==> src/rtl/scan_pkg.sv <==
// Shared definitions for the display scan sequencer and its neighbours
// (digit-data mux, frame counters).
package scan_pkg;

    localparam int N_DIGITS = 4;
    localparam int SEL_W    = 2;

    // Returns {wrap_flag, next_sel}. The search starts at sel+1 and ends at sel
    // itself, so a single enabled digit maps back onto itself.
    // wrap_flag is set when the scan comes back round (next <= current).
    // An all-zero mask holds sel and never reports a wrap.
    function automatic logic [SEL_W:0] next_active(
        input logic [SEL_W-1:0]    sel,
        input logic [N_DIGITS-1:0] mask
    );
        logic [SEL_W-1:0] nxt;
        logic [SEL_W-1:0] idx;
        logic             found;
        nxt   = sel;
        found = 1'b0;
        for (int i = 1; i <= N_DIGITS; i++) begin
            idx = sel + SEL_W'(i);
            if (!found && mask[idx]) begin
                nxt   = idx;
                found = 1'b1;
            end
        end
        return {found && (nxt <= sel), nxt};
    endfunction

endpackage

==> src/rtl/tick_prescaler.sv <==
// Dwell-time prescaler: emits a one-cycle advance strobe on the enabled
// edge where the counter reaches PRESCALE-1.
module tick_prescaler #(
    parameter int PRESCALE = 4
) (
    input  logic clk,
    input  logic rst_n,
    input  logic en,
    output logic tick_o
);

    localparam int                CNT_W   = (PRESCALE > 1) ? $clog2(PRESCALE) : 1;
    localparam logic [CNT_W-1:0]  CNT_MAX = CNT_W'(PRESCALE - 1);

    logic [CNT_W-1:0] cnt_q;
    logic [CNT_W-1:0] cnt_d;

    // The strobe is combinational so the owner of sel can register the
    // advance on the very edge that wraps the counter.
    always_comb begin
        // NOTE: every output gets a default first so no latch is inferred.
        cnt_d  = cnt_q;
        tick_o = 1'b0;
        if (en) begin
            if (cnt_q == CNT_MAX) begin
                cnt_d  = '0;
                tick_o = 1'b1;
            end else begin
                cnt_d = cnt_q + 1'b1;
            end
        end
    end

    // NOTE: sequential state uses non-blocking assignments only.
    always_ff @(posedge clk or negedge rst_n) begin
        if (!rst_n) begin
            cnt_q <= '0;
        end else begin
            cnt_q <= cnt_d;
        end
    end

endmodule

==> src/rtl/scan_sequencer.sv <==
// Multiplexed 4-digit display scanner: walks sel over the enabled digits
// in circular ascending order, one digit per PRESCALE-cycle dwell.
module scan_sequencer
    import scan_pkg::*;
#(
    parameter int PRESCALE = 4
) (
    input  logic                clk,
    input  logic                rst_n,
    input  logic                en,
    input  logic [N_DIGITS-1:0] digit_mask,
    output logic [SEL_W-1:0]    sel,
    output logic                tick,
    output logic                wrap,
    output logic                valid
);

    logic             advance;
    logic [SEL_W:0]   nxt;
    logic [SEL_W-1:0] sel_q;
    logic [SEL_W-1:0] sel_d;
    logic             tick_q;
    logic             tick_d;
    logic             wrap_q;
    logic             wrap_d;

    tick_prescaler #(
        .PRESCALE (PRESCALE)
    ) u_prescaler (
        .clk    (clk),
        .rst_n  (rst_n),
        .en     (en),
        .tick_o (advance)
    );

    // The mask only matters on the advance edge; tick and wrap are
    // cleared on every other edge, including frozen (en=0) ones.
    always_comb begin
        nxt    = next_active(sel_q, digit_mask);
        sel_d  = sel_q;
        tick_d = 1'b0;
        wrap_d = 1'b0;
        if (advance) begin
            sel_d  = nxt[SEL_W-1:0];
            tick_d = 1'b1;
            wrap_d = nxt[SEL_W];
        end
    end

    always_ff @(posedge clk or negedge rst_n) begin
        if (!rst_n) begin
            sel_q  <= '0;
            tick_q <= 1'b0;
            wrap_q <= 1'b0;
        end else begin
            sel_q  <= sel_d;
            tick_q <= tick_d;
            wrap_q <= wrap_d;
        end
    end

    assign sel   = sel_q;
    assign tick  = tick_q;
    assign wrap  = wrap_q;
    // Blanks the display at once if the current digit is masked mid-dwell.
    assign valid = digit_mask[sel_q];

endmodule
==> config.mk <==
export PLATFORM = sky130hd
export DESIGN_NAME = scan_sequencer
export DESIGN_NICKNAME = d
export VERILOG_FILES = /design/src/rtl/scan_pkg.sv /design/src/rtl/tick_prescaler.sv /design/src/rtl/scan_sequencer.sv
export SDC_FILE = /design/constraint.sdc
export NUM_CORES = 1
export LEC_CHECK = 0
export CAP_MARGIN = 25
export CORE_AREA = 2 2 39 41
export CTS_BUF_LIST = sky130_fd_sc_hd__clkbuf_16
export DETAILED_ROUTE_END_ITERATION = 8
export DIE_AREA = 0 0 41 43
export SETUP_SLACK_MARGIN = 0.15
export SLEW_MARGIN = 20
export SYNTH_ARGS = -nofsm -noshare
export SYNTH_HDL_FRONTEND = slang
export SYNTH_SLANG_ARGS = --single-unit
==> constraint.sdc <==
create_clock -name clk -period 4.7 [get_ports clk]
set_clock_uncertainty 0.05 [all_clocks]
set_input_delay 0.705 -clock clk [delete_from_list [all_inputs] [get_ports clk]]
set_output_delay 0.705 -clock clk [all_outputs]
set_load 0.005 [all_outputs]
==> run summary <==
Crit-path most repeated cell - clkdlybuf4s50_1
CTS clk-pin slew, worst paths - 30 ps
Rows - 14
Gpl congestion - 0.6930
Final Cycle Share - 0.6228
Final ANT Viol Nets - 0
CP required - 3940 ps
Slew headroom - 0.7513
RSZ-0062 raised after global routing - false
Sink Count - 6
Post-CTS sizing - 0
First-pass GRT wire length - 1.331 mm
TritonCTS Buffers - 3
Via count - 345
Fillcell total - 139
PD cells - 681.2 mW/mm2
Vias in the first global route - 330
Ranking of synthesized cells by area - dfrtp_1 (38%), ha_1 (9.6%), mux4_1 (6.7%)
Status - finished clean
Min cycle time layout - 2927 ps
Net count, final - 62
Starting Density - 0.2839
Post-route cell area - 586.8 um2
GRT Util Overall - 0.1160
Worst-Margin Slew - 373.1 ps
Gate Count Post-Synth - 37
Setup Viol. Count Final - 0
Crit path kind - in2out
Total design power - 399.7 uW
Die area - 0.001763 mm2
Worst setup margin - 1773 ps
Critical Path End Type - output pin
Maximum vdd ir drop - 0.3463 mV
CTS tree - done
Synth top area share - 0.3822
Netlist cell types - 19
Internal power - 282.4 uW
DP HPWL - 619.6 um
Yosys top cell by area - dfrtp_1
Slowest-stage cell, CP - mux4_1
Diode count - 0
Yosys reg bits - 6
Max Freq - 341.6 MHz
DP Worst Slack - 1769 ps
Slew Viols, Final - 0
Switching Share - 0.2934
Setup tns final - 0 ps
CP startpoint - digit_mask[2]
Initial DRC Count - 12
Sequential share of power - 0.252
Hold WS - 458.9 ps
Critical Path Start Type - primary input
Clk buf depth - 2
Sw Pwr - 117.3 uW
WP data arrival - 2170 ps
Initial antenna violation count - 0
Core Box Area - 0.001384 mm2
# Max-Cap Violations - 0
Final wirelength - 864 um
Worst skew pair latency - 230 ps
Post-DP Area - 511.7 um2
Clock power share - 0.344
First drt pass iteration count - 4
Post-synthesis sequential area ratio - 0.3822
Leakage Power - 0.0002602 uW
Hold Crit Class - reg2reg
H-tree levels - 1
Mean post-synth cell area - 10.62 um2
Die X - 41 um
Share of cells above drive strength 1 - 0.1200
Port bufs - 11
Die Y - 43 um
Delay of the slowest critical-path stage - 520 ps
WL per Instance - 13.09 um
Drt drc - 0
Cell Area, Synth - 392.9 um2
Hold wc startpoint - u_prescaler.cnt_q[1]
Most frequent cells in the layout - clkdlybuf4s50_1 (11), dfrtp_1 (6), nor2_1 (4)
Logic gate share of total power - 0.404
Crit Path Max Fanout - 5
Hold_buf cts - 0
Root Buffer - clkbuf_16
Vias/cell - 5.227
Num ports - 12
Crit-path cells - clkdlybuf4s50_1, mux4_1, clkdlybuf4s50_1
Overflow left after global routing - 0
Layout area overhead - 49.36%
Launch point of the worst reg-to-reg path - sel[1]
Commonest non-fill, non-tap cell in the layout - clkdlybuf4s50_1
Setup Buffers After CTS - 0
Final Hold Violating Endpoints - 0
Synth warn - 0
Largest net degree at the start of global routing - 11
Syn nets - 47
-- cells in the mapped netlist (all sizes together) --
master / n
ha: 3
buf: 1
inv: 2
nor2b: 2
nor4: 1
a2bb2oi: 1
o32a: 1
nand2b: 3
nand2: 3
a222oi: 1
a311oi: 1
dfrtp: 6
a21oi: 3
mux4: 1
a31o: 1
nor2: 4
nor3: 1
mux2: 2
-- power by group through the flow --
stage	registers (uW)	clock network, uW	logic, uW
2_1_floorplan	91.3	0	116
3_3_place_gp	101	0	157
3_5_place_dp	102	0	160
4_1_cts	101	140	162
5_1_grt	106	144	185
6_report	101	138	162
-- critical path, delay by kind of cell --
family | cells | cell delay (ps)
multiplexers | 1 | 520
buffers and inverters | 2 | 950
-- per-layer routing --
metal  track usage  part of all wire
met5             0                 0
met2        0.1625              0.45
met4       0.06000            0.0058
met1        0.1340              0.44
met3       0.06806             0.093
-- state kept, by name (all words and copies together), names as in the netlist --
name               count
sel                    2
u_prescaler.cnt_q      2
wrap                   1
tick                   1
-- kinds of logic (layout without fill, tap and decap cells) --
family                     Yosys count  after routing  share of synthesized area
DFF                                  6              6                     0.3822
muxes                                3              3                     0.1242
AOI/OAI and AO/OA                    8              8                     0.1561
buffers and inverters                3             16                    0.04778
and+or+nand+nor                     14             14                     0.1942
adders and majority gates            3              3                    0.09555
-- worst paths after layout --
path                            depth (start not counted)  slack, ps              endpoint
max in group asynchronous                               1       3700                  wrap
worst max-delay path                                    3       1770                 valid
min in group asynchronous                               1        670                sel[0]
worst min-delay path                                    1        460  u_prescaler.cnt_q[1]
worst min register to register                          1        460  u_prescaler.cnt_q[1]
worst max register to register                          7       2660                  wrap
-- layout make-up --
cell class | instances | area, um2 | area share
clock buffers | 3 | 75.07 | 0.1279
inverters | 2 | 7.507 | 0.01279
multi-input cells | 28 | 224.0 | 0.3817
flip-flops and latches | 6 | 150.1 | 0.2559
well taps | 16 | 20.02 | 0.03412
repair buffers | 11 | 110.1 | 0.1876
-- per-stage QoR --
step / std cells / util
final: 66 / 0.4241
after global routing: 66 / 0.4241
after CTS: 66 / 0.4241
after detailed placement: 63 / 0.3698
after global placement: 63 / 0.3698
after floorplan: 37 / -
(Power assumes the default switching activity.)
